===== src/rtl/mem_wb_stage_if.sv =====
// Bundle between the MEM/WB stage and its environment: retiring instruction,
// data-memory return and register-file write port.
interface mem_wb_stage_if #(
    parameter int unsigned DATA_W = 32,
    parameter int unsigned ADDR_W = 5
);
    logic              valid;
    logic              ready;
    logic              wreg;
    logic [ADDR_W-1:0] waddr;
    logic [DATA_W-1:0] alu_result;
    logic              is_load;
    logic [2:0]        load_type;
    logic              flush;
    logic [DATA_W-1:0] dm_rdata;
    logic              dm_rvalid;
    logic              rf_we;
    logic [ADDR_W-1:0] rf_waddr;
    logic [DATA_W-1:0] rf_wdata;
    logic              stall_req;

    modport master (
        output valid, wreg, waddr, alu_result, is_load, load_type, flush, dm_rdata, dm_rvalid,
        input  ready, rf_we, rf_waddr, rf_wdata, stall_req
    );

    modport slave (
        input  valid, wreg, waddr, alu_result, is_load, load_type, flush, dm_rdata, dm_rvalid,
        output ready, rf_we, rf_waddr, rf_wdata, stall_req
    );
endinterface


===== src/rtl/mem_wb_stage.sv =====
// Final pipeline stage: retires ALU results directly and waits for load data,
// extracting and extending the addressed byte/halfword before the register write.
module mem_wb_stage #(
    parameter int unsigned DATA_W = 32,
    parameter int unsigned ADDR_W = 5
) (
    input logic           clk,
    input logic           rst_n,
    mem_wb_stage_if.slave bus
);
    typedef enum logic [0:0] {StIdle, StWaitLoad} state_e;

    state_e            state_q, state_d;
    logic              ld_wreg_q, ld_wreg_d;
    logic [ADDR_W-1:0] ld_waddr_q, ld_waddr_d;
    logic [1:0]        ld_off_q, ld_off_d;
    logic [2:0]        ld_type_q, ld_type_d;
    logic              we_q, we_d;
    logic [ADDR_W-1:0] waddr_q, waddr_d;
    logic [DATA_W-1:0] wdata_q, wdata_d;

    logic [7:0]        byte_sel;
    logic [15:0]       half_sel;
    logic [DATA_W-1:0] load_data;

    always_comb begin
        byte_sel = bus.dm_rdata[{ld_off_q, 3'b000} +: 8];
        half_sel = ld_off_q[1] ? bus.dm_rdata[31:16] : bus.dm_rdata[15:0];
        case (ld_type_q)
            3'b000:  load_data = {{(DATA_W-8){byte_sel[7]}}, byte_sel};
            3'b100:  load_data = {{(DATA_W-8){1'b0}}, byte_sel};
            3'b001:  load_data = {{(DATA_W-16){half_sel[15]}}, half_sel};
            3'b101:  load_data = {{(DATA_W-16){1'b0}}, half_sel};
            default: load_data = bus.dm_rdata;
        endcase
    end

    always_comb begin
        state_d    = state_q;
        ld_wreg_d  = ld_wreg_q;
        ld_waddr_d = ld_waddr_q;
        ld_off_d   = ld_off_q;
        ld_type_d  = ld_type_q;
        we_d       = 1'b0;
        waddr_d    = waddr_q;
        wdata_d    = wdata_q;
        case (state_q)
            StIdle: begin
                // Flush wins over is_load; rvalid is never looked at here.
                if (bus.valid && !bus.flush) begin
                    if (bus.is_load) begin
                        ld_wreg_d  = bus.wreg;
                        ld_waddr_d = bus.waddr;
                        ld_off_d   = bus.alu_result[1:0];
                        ld_type_d  = bus.load_type;
                        state_d    = StWaitLoad;
                    end else begin
                        we_d    = bus.wreg && (bus.waddr != '0);
                        waddr_d = bus.waddr;
                        wdata_d = bus.alu_result;
                    end
                end
            end
            StWaitLoad: begin
                if (bus.dm_rvalid) begin
                    we_d    = ld_wreg_q && (ld_waddr_q != '0);
                    waddr_d = ld_waddr_q;
                    wdata_d = load_data;
                    state_d = StIdle;
                end
            end
            default: state_d = StIdle;
        endcase
    end

    always_ff @(posedge clk or negedge rst_n) begin
        if (!rst_n) begin
            state_q    <= StIdle;
            ld_wreg_q  <= 1'b0;
            ld_waddr_q <= '0;
            ld_off_q   <= '0;
            ld_type_q  <= '0;
            we_q       <= 1'b0;
            waddr_q    <= '0;
            wdata_q    <= '0;
        end else begin
            state_q    <= state_d;
            ld_wreg_q  <= ld_wreg_d;
            ld_waddr_q <= ld_waddr_d;
            ld_off_q   <= ld_off_d;
            ld_type_q  <= ld_type_d;
            we_q       <= we_d;
            waddr_q    <= waddr_d;
            wdata_q    <= wdata_d;
        end
    end

    assign bus.ready     = (state_q == StIdle);
    assign bus.stall_req = (state_q != StIdle);
    assign bus.rf_we     = we_q;
    assign bus.rf_waddr  = waddr_q;
    assign bus.rf_wdata  = wdata_q;
endmodule


===== src/flat_wrapper.sv =====
// flat-port wrapper written by rule: the top's interface ports become plain ports
module mem_wb_stage_flat 
#(
    parameter int unsigned DATA_W = 32,
    parameter int unsigned ADDR_W = 5
)
  (clk, rst_n, bus_valid, bus_wreg, bus_waddr, bus_alu_result, bus_is_load, bus_load_type, bus_flush, bus_dm_rdata, bus_dm_rvalid, bus_ready, bus_rf_we, bus_rf_waddr, bus_rf_wdata, bus_stall_req);
  mem_wb_stage_if #(.DATA_W(DATA_W), .ADDR_W(ADDR_W)) bus_i ();
  input logic clk;
  input logic rst_n;
  input wire logic [$bits(bus_i.valid)-1:0] bus_valid;
  input wire logic [$bits(bus_i.wreg)-1:0] bus_wreg;
  input wire logic [$bits(bus_i.waddr)-1:0] bus_waddr;
  input wire logic [$bits(bus_i.alu_result)-1:0] bus_alu_result;
  input wire logic [$bits(bus_i.is_load)-1:0] bus_is_load;
  input wire logic [$bits(bus_i.load_type)-1:0] bus_load_type;
  input wire logic [$bits(bus_i.flush)-1:0] bus_flush;
  input wire logic [$bits(bus_i.dm_rdata)-1:0] bus_dm_rdata;
  input wire logic [$bits(bus_i.dm_rvalid)-1:0] bus_dm_rvalid;
  output wire logic [$bits(bus_i.ready)-1:0] bus_ready;
  output wire logic [$bits(bus_i.rf_we)-1:0] bus_rf_we;
  output wire logic [$bits(bus_i.rf_waddr)-1:0] bus_rf_waddr;
  output wire logic [$bits(bus_i.rf_wdata)-1:0] bus_rf_wdata;
  output wire logic [$bits(bus_i.stall_req)-1:0] bus_stall_req;
  assign bus_i.valid = bus_valid;
  assign bus_i.wreg = bus_wreg;
  assign bus_i.waddr = bus_waddr;
  assign bus_i.alu_result = bus_alu_result;
  assign bus_i.is_load = bus_is_load;
  assign bus_i.load_type = bus_load_type;
  assign bus_i.flush = bus_flush;
  assign bus_i.dm_rdata = bus_dm_rdata;
  assign bus_i.dm_rvalid = bus_dm_rvalid;
  assign bus_ready = bus_i.ready;
  assign bus_rf_we = bus_i.rf_we;
  assign bus_rf_waddr = bus_i.rf_waddr;
  assign bus_rf_wdata = bus_i.rf_wdata;
  assign bus_stall_req = bus_i.stall_req;
  mem_wb_stage #(.DATA_W(DATA_W), .ADDR_W(ADDR_W)) u_core (.clk(clk), .rst_n(rst_n), .bus(bus_i));
endmodule

===== config.mk =====
export PLATFORM = sky130hd
export DESIGN_NAME = mem_wb_stage_flat
export DESIGN_NICKNAME = d
export VERILOG_FILES = /design/src/rtl/mem_wb_stage_if.sv /design/src/rtl/mem_wb_stage.sv /design/src/flat_wrapper.sv
export SDC_FILE = /design/constraint.sdc
export NUM_CORES = 1
export LEC_CHECK = 0
export CORE_MARGIN = 2
export CORE_UTILIZATION = 40
export CTS_CLUSTER_DIAMETER = 100
export CTS_CLUSTER_SIZE = 30
export DETAILED_ROUTE_END_ITERATION = 8
export GPL_ROUTABILITY_DRIVEN = 0
export PLACE_DENSITY = 0.75
export SYNTH_ARGS = -nofsm -noshare
export SYNTH_HDL_FRONTEND = slang
export SYNTH_SLANG_ARGS = --single-unit

===== constraint.sdc =====
create_clock -name clk -period 1.9 [get_ports clk]
set_input_delay 0.19 -clock clk [delete_from_list [all_inputs] [get_ports clk]]
set_output_delay 0.19 -clock clk [all_outputs]
set_load 0.005 [all_outputs]

==> results by group <==
Synthesis
  • Post-synthesis mux area share: 0.124
  • Post-Synth XOR/XNOR Area: 0
  • Largest family of logic cells by synthesized area: compound AO/OA/AOI/OAI gates
  • Netlist cell types: 45
  • Post-synth EDFFs: 0
  • Synth area leader: dfrtp_1
  • Post-synth top cells: 50 x dfrtp_1, 31 x a21oi_1, 29 x nand2_1, 29 x o21ai_0, 20 x mux2i_1
  • Post-synthesis sequential area ratio: 0.432
  • Syn Nets: 383
  • Count leader, synth: dfrtp_1
  • Ys Warns: 0
  • Synth async-reset ratio: 1.00
  • Synth Area in Simple Gates: 0.102
  • Top cells by area, synth: dfrtp_1 43%, mux2i_1 6.9%, a21oi_1 5.4%
  • Synth Area in Adders: 0
  • Mapped Avg Cell Area: 9.52 um^2
  • Flops & latches, synth: 50
  • Synth Area in Compound Gates: 0.283
  • Mapped Area: 2900 um^2
  • Mapped Cells: 304
  • Top cell type's share of synthesized area: 0.432
  • Ys flop type: dfrtp_1

Timing
  • Final setup fails: 0
  • Setup TNS: 0 ns
  • Final hold violation count: 0
  • Fin crit period: 1.82 ns
  • Final worst path period share: 0.960
  • Slew margin rel.: 0.598
  • Fmax: 549 MHz
  • Final setup margin: 0.0769 ns
  • RSZ-0062 raised after global routing: no
  • Final Max Slew Viols: 0
  • Worst-Margin Slew: 0.587 ns
  • Fin Hold WS: 0.439 ns
  • Final Skew: 0.0106 ns

Drt
  • Routed wire length: 9530 um
  • Post-route ant nets: 0
  • Initial DRC Count: 186
  • DR DRC count: 0
  • Vias/cell: 5.56
  • Vias post-DR: 2969
  • Drt first pass iters: 4
  • Drt wl/cell: 17.8 um

Critical path
  • Worst path slowest cell: a2111oi_0
  • Critical path depth: 5
  • Worst EP required: 2.14 ns
  • Worst-case reg-to-reg path depth: 5
  • Crit-path max cell delay: 0.59 ns
  • Arrival time worst endpoint: 2.06 ns
  • Worst path bufs/invs: 1
  • Critical path fanouts, max: 16
  • Critical path, cell by cell: buf_4 > nand2b_1 > o22ai_1 > a2111oi_0 > a211o_1
  • Crit path capture: u_core.bus.rf_wdata[11]$_DFFE_PN0P_
  • Worst setup path startpoint: u_core.ld_off_q[1]$_DFFE_PN0P_
  • FF-to-FF End: u_core.bus.rf_wdata[11]$_DFFE_PN0P_
  • Reg-to-reg slack, setup: 0.08 ns
  • Reg-to-reg startpoint: u_core.ld_off_q[1]$_DFFE_PN0P_
  • Worst setup path category: reg -> reg
  • CP Capture Type: flip-flop
  • Kind of cell adding the most delay to the critical path: compound AO/OA/AOI/OAI gates
  • Worst Setup Start Kind: flip-flop

Layout
  • Layout Nets: 513
  • Layout cells sized above 1: 0.143
  • Filler cell count: 626
  • Number of antenna diodes: 0
  • Area added between synthesis and finish: 54.4%

Power and ir drop
  • Peak supply drop: 0.418 mV
  • Total power draw: 0.00400 W
  • Cell Pwr Density: 895 nW/um^2
  • Leak pwr: 1.83 nW

Floorplan
  • Die W: 89.1 um
  • Initial Utilization: 0.406
  • Die H: 89.1 um
  • I/O pin cnt: 119
  • FP Rows: 31
  • Placeable Area: 7140 um^2
  • Total Die Area: 7930 um^2

Place
  • DP Worst Slack: -0.0754 ns
  • Number of I/O port buffers: 118
  • Final HPWL from detailed placement: 7420 um

Clock network
  • Worst-skew pair later-pin latency: 0.30 ns
  • Clock root buffer: clkbuf_8
  • CTS Sinks: 50
  • TritonCTS clock tree: yes
  • PostCTS Resize Cnt: 0
  • Cts bufs inserted: 5
  • Depth of the CTS H-tree: 2
  • Clk buf depth: 2
  • Clock-pin slew on the worst setup and hold paths: 0.10 ns

Global routing
  • Initial antenna violation count: 0
  • Vias in the first global route: 2952
  • Pin count of the biggest net entering global routing: 27
  • Grt ovf: 0
  • First-pass GRT wire length: 14700 um
  • Overall routing resource usage: 0.243

Worst hold path
  • Hold WC Path Type: in -> async

Status
  • Status: completed

Flow run
  • Max-cap violations: 0
## layer usage
layer | vias up | global-route usage | routed length [um]
met2 | 150 | 0.403 | 4440
li1 | 1404 | - | -
met5 | - | 0 | 0
met3 | 22 | 0.0471 | 677
met1 | 1393 | 0.322 | 4160
met4 | 0 | 0.0760 | 244
## worst min path at each step
stage / slack [ns] / end / from
after global routing: 0.46 / u_core.ld_type_q[2]$_DFFE_PN0P_ / bus_load_type[2]
after floorplan: -0.11 / u_core.bus.rf_waddr[0]$_DFFE_PN0P_ / rst_n
after global placement: 0.23 / u_core.ld_off_q[1]$_DFFE_PN0P_ / rst_n
after detailed placement: 0.24 / u_core.bus.rf_wdata[15]$_DFFE_PN0P_ / rst_n
after CTS: 0.45 / u_core.ld_off_q[1]$_DFFE_PN0P_ / rst_n
final: 0.44 / u_core.bus.rf_wdata[15]$_DFFE_PN0P_ / rst_n
## sequential cells by signal (all words and copies together), names as in the netlist
register,flops
u_core.bus.rf_waddr,5
u_core.bus.rf_wdata,32
u_core.bus.rf_we,1
u_core.bus.stall_req,1
u_core.ld_off_q,2
u_core.ld_type_q,3
u_core.ld_waddr_q,5
u_core.ld_wreg_q,1
## layout make-up
type / count / area [um^2] / share of cell area
Multi-Input combinational cell: 218 / 1490 / 0.332
Timing Repair Buffer: 153 / 1480 / 0.331
Sequential cell: 50 / 1250 / 0.280
Tap cell: 99 / 124 / 0.0277
Clock buffer: 5 / 68.8 / 0.0154
Clock inverter: 3 / 40.0 / 0.00896
Inverter: 6 / 22.5 / 0.00504
## kinds of logic (layout without fill, tap and decap cells)
family / Yosys count / in the layout
AO/OA/AOI/OAI: 124 / 124
AND/OR/NAND/NOR: 62 / 62
buffers and inverters: 36 / 167
multiplexers: 32 / 32
flip-flops: 50 / 50
## cell usage in the layout, fill, tap and decap left out, drive strengths merged, types with 5 or more instances in the layout
| cell type | synthesis | layout |
|---|---|---|
| o2bb2ai | 5 | 5 |
| mux2 | 11 | 11 |
| dfrtp | 50 | 50 |
| inv | 5 | 5 |
| clkbuf | 12 | 5 |
| o22ai | 15 | 15 |
| a221oi | 15 | 15 |
| buf | 18 | 35 |
| nand2 | 30 | 30 |
| a211oi | 6 | 6 |
| a21oi | 31 | 31 |
| clkdlybuf4s50 | 0 | 117 |
| nor2 | 13 | 13 |
| o21ai | 32 | 32 |
| nor2b | 6 | 6 |
| mux2i | 20 | 20 |
## what timing repair did
action / 4_1_cts / 5_1_grt
endpoints found under the setup margin: 0 / 2
hold buffers: 1 / 0
setup buffers: 0 / 0
endpoints found under the hold margin: 25 / 0
## power breakdown
part / switching (W) / internal [W] / leakage (nW)
combinational: 0.000729 / 0.00100 / 1.17
sequential: 0.000191 / 0.00134 / 0.597
clock: 0.000354 / 0.000388 / 0.0579
total: 0.00127 / 0.00273 / 1.83
## stage by stage
| stage | utilization | area, um^2 | std cells |
|---|---|---|---|
| 6_report | 0.626 | 4470 | 534 |
| 5_1_grt | 0.626 | 4470 | 534 |
| 4_1_cts | 0.627 | 4480 | 535 |
| 3_5_place_dp | 0.611 | 4360 | 526 |
| 3_3_place_gp | 0.611 | 4360 | 526 |
| 2_1_floorplan | - | 2900 | 304 |
(Power assumes the default switching activity.)
